<file path="config.mk">
export PLATFORM = sky130hd
export DESIGN_NAME = pipe_stage_chain
export DESIGN_NICKNAME = d
export VERILOG_FILES = /design/src/rtl/pipe_pkg.sv /design/src/rtl/pipe_stage_slot.sv /design/src/rtl/pipe_stage_chain.sv
export SDC_FILE = /design/constraint.sdc
export NUM_CORES = 1
export LEC_CHECK = 0
export CAP_MARGIN = 20
export CORE_MARGIN = 1.5
export CORE_UTILIZATION = 40
export DETAILED_ROUTE_END_ITERATION = 8
export PLACE_DENSITY = 0.75
export SLEW_MARGIN = 15
export SYNTH_ARGS = -nofsm -noshare
export SYNTH_HDL_FRONTEND = slang
export SYNTH_SLANG_ARGS = --single-unit
</file>
<file path="constraint.sdc">
create_clock -name clk_i -period 1.5 [get_ports clk_i]
set_clock_uncertainty 0.05 [all_clocks]
set_input_delay 0.375 -clock clk_i [delete_from_list [all_inputs] [get_ports clk_i]]
set_output_delay 0.375 -clock clk_i [all_outputs]
set_load 0.02 [all_outputs]
</file>
<file path="src/rtl/pipe_pkg.sv">
// Shared definitions for the pipe_stage_chain slice: default sizes and the
// flush-mask width helper used by the chain's port list.
package pipe_pkg;

    localparam int DEFAULT_WIDTH = 64;
    localparam int DEFAULT_DEPTH = 2;

    // One flush bit per register stage.
    function automatic int flush_mask_width(input int depth);
        return depth;
    endfunction

endpackage

</file>
<file path="src/rtl/pipe_stage_slot.sv">
// One pipeline register slot (valid bit + payload). Update priority is
// reset > flush > stall > load > drain; reset is synchronous and active-low.
module pipe_stage_slot
    import pipe_pkg::*;
#(
    parameter int WIDTH = DEFAULT_WIDTH
) (
    input  logic             clk_i,
    input  logic             reset,
    input  logic             flush_i,
    input  logic             stall_i,
    input  logic             load_i,
    input  logic             load_valid_i,
    input  logic [WIDTH-1:0] load_data_i,
    input  logic             drain_i,
    output logic             valid_o,
    output logic [WIDTH-1:0] data_o
);

    logic             v_q, v_d;
    logic [WIDTH-1:0] d_q, d_d;

    always_comb begin
        v_d = v_q;
        d_d = d_q;
        if (flush_i) begin
            v_d = 1'b0;
            d_d = '0;
        end else if (stall_i) begin
            v_d = v_q;
            d_d = d_q;
        end else if (load_i) begin
            v_d = load_valid_i;
            d_d = load_data_i;
        end else if (drain_i) begin
            // Payload is left in place; only the valid bit marks the slot empty.
            v_d = 1'b0;
        end
    end

    always_ff @(posedge clk_i) begin
        if (!reset) begin
            v_q <= 1'b0;
            d_q <= '0;
        end else begin
            v_q <= v_d;
            d_q <= d_d;
        end
    end

    assign valid_o = v_q;
    assign data_o  = d_q;

endmodule

</file>
<file path="src/rtl/pipe_stage_chain.sv">
// DEPTH-deep chain of pipe_stage_slot registers with valid/ready on both ends.
// Define PIPE_COLLAPSE_EN for bubble-collapsing advance; default is lockstep.
module pipe_stage_chain
    import pipe_pkg::*;
#(
    parameter int WIDTH = DEFAULT_WIDTH,
    parameter int DEPTH = DEFAULT_DEPTH
) (
    input  logic                                 clk_i,
    input  logic                                 reset,
    input  logic                                 stall_i,
    input  logic [flush_mask_width(DEPTH)-1:0]   flush_i,
    input  logic                                 in_valid_i,
    input  logic [WIDTH-1:0]                     in_data_i,
    output logic                                 in_ready_o,
    output logic                                 out_valid_o,
    output logic [WIDTH-1:0]                     out_data_o,
    input  logic                                 out_ready_i
);

    // Handshake: a beat moves on a rising edge iff valid and ready are both
    // high in the cycle before it; valid never depends on ready at the same
    // port, and ready is a combinational chain back from out_ready_i.

    logic [DEPTH-1:0]            v_q;
    logic [DEPTH-1:0][WIDTH-1:0] d_q;
    logic [DEPTH-1:0]            adv;
    logic [DEPTH-1:0]            load;
    logic [DEPTH-1:0]            load_valid;
    logic [DEPTH-1:0][WIDTH-1:0] load_data;

`ifdef PIPE_COLLAPSE_EN
    // A stage drains when it is full and its successor is empty or draining.
    always_comb begin
        adv          = '0;
        adv[DEPTH-1] = v_q[DEPTH-1] & out_ready_i & ~stall_i;
        for (int k = DEPTH - 2; k >= 0; k--) begin
            adv[k] = v_q[k] & ~stall_i & (~v_q[k+1] | adv[k+1]);
        end
    end

    assign in_ready_o = reset & ~stall_i & (~v_q[0] | adv[0]);

    always_comb begin
        load          = '0;
        load_valid    = '1;
        load_data     = '0;
        load[0]       = in_valid_i & in_ready_o;
        load_data[0]  = in_data_i;
        for (int k = 1; k < DEPTH; k++) begin
            load[k]      = adv[k-1];
            load_data[k] = d_q[k-1];
        end
    end
`else
    logic adv_all;

    // Every stage shifts together; empty slots travel down as bubbles.
    assign adv_all    = ~stall_i & (~v_q[DEPTH-1] | out_ready_i);
    assign adv        = {DEPTH{adv_all}};
    assign in_ready_o = reset & adv_all;

    always_comb begin
        load          = {DEPTH{adv_all}};
        load_valid    = '0;
        load_data     = '0;
        load_valid[0] = in_valid_i;
        load_data[0]  = in_data_i;
        for (int k = 1; k < DEPTH; k++) begin
            load_valid[k] = v_q[k-1];
            load_data[k]  = d_q[k-1];
        end
    end
`endif

    for (genvar k = 0; k < DEPTH; k++) begin : g_stage
        pipe_stage_slot #(
            .WIDTH (WIDTH)
        ) u_slot (
            .clk_i        (clk_i),
            .reset        (reset),
            .flush_i      (flush_i[k]),
            .stall_i      (stall_i),
            .load_i       (load[k]),
            .load_valid_i (load_valid[k]),
            .load_data_i  (load_data[k]),
            .drain_i      (adv[k]),
            .valid_o      (v_q[k]),
            .data_o       (d_q[k])
        );
    end

    assign out_valid_o = reset & v_q[DEPTH-1] & ~stall_i;
    assign out_data_o  = d_q[DEPTH-1];

endmodule

</file>
==> results.md <==
* DR iter-0 viols at 269
* GRT Util Overall at 0.169
* First drt pass iteration count at 4
* Hold Buf Count CTS at 0
* Synth top area share at 0.363
* Final setup viols at 2
* Vias in the first global route at around 4800
* Slew margin rel. at 0.767
* Die area at between 0.015 and 0.02 mm2
* FP Rows at 48
* Routed wire length at between 15 and 20 mm
* Chip height at ~140 um
* Vias at 5140
* Met3 global-route usage at 0.0359
* Worst EP required at 1070 ps
* CTS sink count at 130
* Util after Layout at 0.523
* TritonCTS clock tree: yes
* Power per standard cell area at ~920 mW/mm2
* RSZ-0062 raised after global routing: yes
* WHS at roughly 410 ps
* Worst-margin pin slew at roughly 350 ps
* Dpl hpwl at 9.84 mm
* Status: complete, but fails checks
* Avg Synthesized Cell Area at roughly 11 um2
* Crit-path max cell delay at 320 ps
* N_diodes at 0
* Max_cap viols at 0
* Synth Area in Compound Gates at 0.410
* Post-Synth Simple-Gate Area at 0.0754
* CTS root buf: clkbuf_16
* Final #Nets at between 800 and 900
* Max Fclk at ~0.62 GHz
* Grt total ovfl at 0
* Place WS at -676 ps
* Synth area leaders: dfxtp_1 36%, o31ai_2 23%, o211ai_2 12%
* Filler cells at between 1500 and 2000
* Via density at 5.23
* Number of remaining DRC errors at 0
* Mapped Area at just over 0.007 mm2
* Clock Tree Buf Depth at 2
* Dpl cells at between 900 and 1000
* Initial core utilization at 0.412
* Minimum clock period at approximately 1600 ps
* Main combinational cell family by area after synthesis: compound AO/OA/AOI/OAI gates
* Mapped Nets at 745
* CTS buffer count at 17
* Core area at approximately 0.017 mm2
* Most frequent cell after synthesis: dfxtp_1
* Cell Chain, Critical Path: nor2b_4, nor3b_4, buf_6
* IO Pins at roughly 140
* Ys async rst share at 0
* Hold crit path type: reg2reg
* Max IR drop VDD at ~0.77 mV
* Critical-path maximum fanout at 2
* Final instance area at slightly above 0.009 mm2
* Post-Layout Cell Count at between 900 and 1000
* Startpoint types: flop
* PortBufs at ~140
* Share of cells above drive strength 1 at 0.485
* Syn-to-layout area delta at 26.9%
* Syn Inst Count at between 600 and 700
* Post-synthesis register bit count at 130
* Post-DP Area at 0.00843 mm2
* Commonest cells post-synth: 130 x dfxtp_1, 129 x nand2_1, 129 x o31ai_2
* GPL Wtd Cong at between 0.7 and 0.8
* WP data arrival at about 1200 ps
* Tcrit/Tclk final at 1.07
* Final WS setup at -102 ps
* Critical path class: reg2out
* Synth area leader: dfxtp_1
* Largest net degree at the start of global routing at 60
* Failing checks: setup timing
* CP max-delay cell: dfxtp_2
* H-tree levels at 4
* Initial antenna violation count at 0
* Post-synthesis mux area share at 0
* Most Crowded Layer GR: met2
* Lkg Pwr at between 3 and 4 nW
* Sequential fraction of the synthesis area at 0.363
* WL/cell at 15.9 um
* Post-synthesis xor/xnor area fraction at 0
* Kind of end point of the critical path: primary output
* M1 GR Usage at 0.224
* Final ANT Viol Nets at 0
* Post-synth EDFFs at 0
* Ys flop type: dfxtp_1
* Reg clk slew, reported paths at roughly 60 ps
* First-pass GRT wire length at ~25 mm
* Skew-Pair Late Insertion Delay at approximately 420 ps
* Chip Width at 137 um
* Synth Area in Adders at 0
* Post-synthesis cell type count at 17
* Fin. max-slew vios at 0
* GRT met2 Usage at 0.260
* Hold Vio Cnt, Final at 0
* Yosys warning total at 0
-- kinds of logic (layout without fill, tap and decap cells) --
group,Yosys count,after routing
compound gates,259,259
buf+inv,150,234
simple gates,135,135
flops,130,130
-- critical path: cells and delay by family, from the launching register on --
family / cells / cell delay, ps
DFF: 1 / 320
buffers and inverters: 1 / 140
and+or+nand+nor: 2 / 310
-- where the power goes --
| group | switching, mW | internal [mW] | total [mW] |
|---|---|---|---|
| Combinational | 0.496 | 0.436 | 0.932 |
| Sequential | 0.0413 | 3.53 | 3.57 |
| Clock | 1.52 | 2.39 | 3.91 |
-- placed cells by master (no fill, tap or decap), drive strengths merged --
| cell | instances |
|---|---|
| clkdlybuf4s50 | 67 |
| clkinv | 8 |
| o311a | 1 |
| o31ai | 129 |
| bufinv | 1 |
| nor3b | 1 |
| buf | 100 |
| nor2b | 1 |
| clkdlybuf4s15 | 27 |
| o211ai | 129 |
| and2b | 2 |
| and3b | 1 |
| bufbuf | 1 |
| clkinvlp | 1 |
| nand2 | 129 |
| nand2b | 1 |
| dfxtp | 130 |
| dlygate4sd2 | 2 |
| clkbuf | 27 |
-- worst paths after layout --
path | startpoint | endpoint | slack, ps | cells after the start
setup / recovery | g_stage[1].u_slot.valid_o | in_ready_o | -100 | 3
hold reg to reg | g_stage[0].u_slot.data_o[63] | g_stage[1].u_slot.data_o[63] | 410 | 2
setup reg to reg | g_stage[1].u_slot.valid_o | g_stage[0].u_slot.data_o[37] | 30 | 6
hold / removal | g_stage[0].u_slot.data_o[63] | g_stage[1].u_slot.data_o[63] | 410 | 2
-- routing by layer --
layer | up-vias | routed length, um
met5 | - | 0
met4 | 0 | 456
met3 | 26 | 510
met2 | 97 | 7350
met1 | 2433 | 7330
li1 | 2584 | -
-- cell type report --
cell class	instances	area, um2	area share
Sequential cell	130	2600	0.286
Clock inverter	10	85.1	0.00935
Timing Repair Buffer	203	2170	0.238
Clock buffer	21	470	0.0517
Tap cell	225	282	0.0309
Multi-Input combinational cell	394	3490	0.384
-- sequential cells by signal, summed over array words and instances, names as in the netlist --
| name | flops |
|---|---|
| g_stage.u_slot.valid_o | 2 |
| g_stage.u_slot.data_o | 128 |
-- repair_timing --
item / CTS / global route
pin swaps: 1 / 2
hold endpoints to repair: 0 / 0
setup endpoints to repair: 171 / 61
gates cloned: 4 / 3
buffers inserted: 0 / 2
resized for setup: 223 / 34
-- through the flow --
| stage | TNS (ps) | power, mW |
|---|---|---|
| 2_1_floorplan | -23.5 | 4.17 |
| 3_3_place_gp | -59620 | 4.55 |
| 3_5_place_dp | -63520 | 4.55 |
| 4_1_cts | -214 | 8.49 |
| 5_1_grt | -321 | 8.75 |
| 6_report | -183 | 8.41 |
No activity file was read; power rests on OpenSTA's default activity.
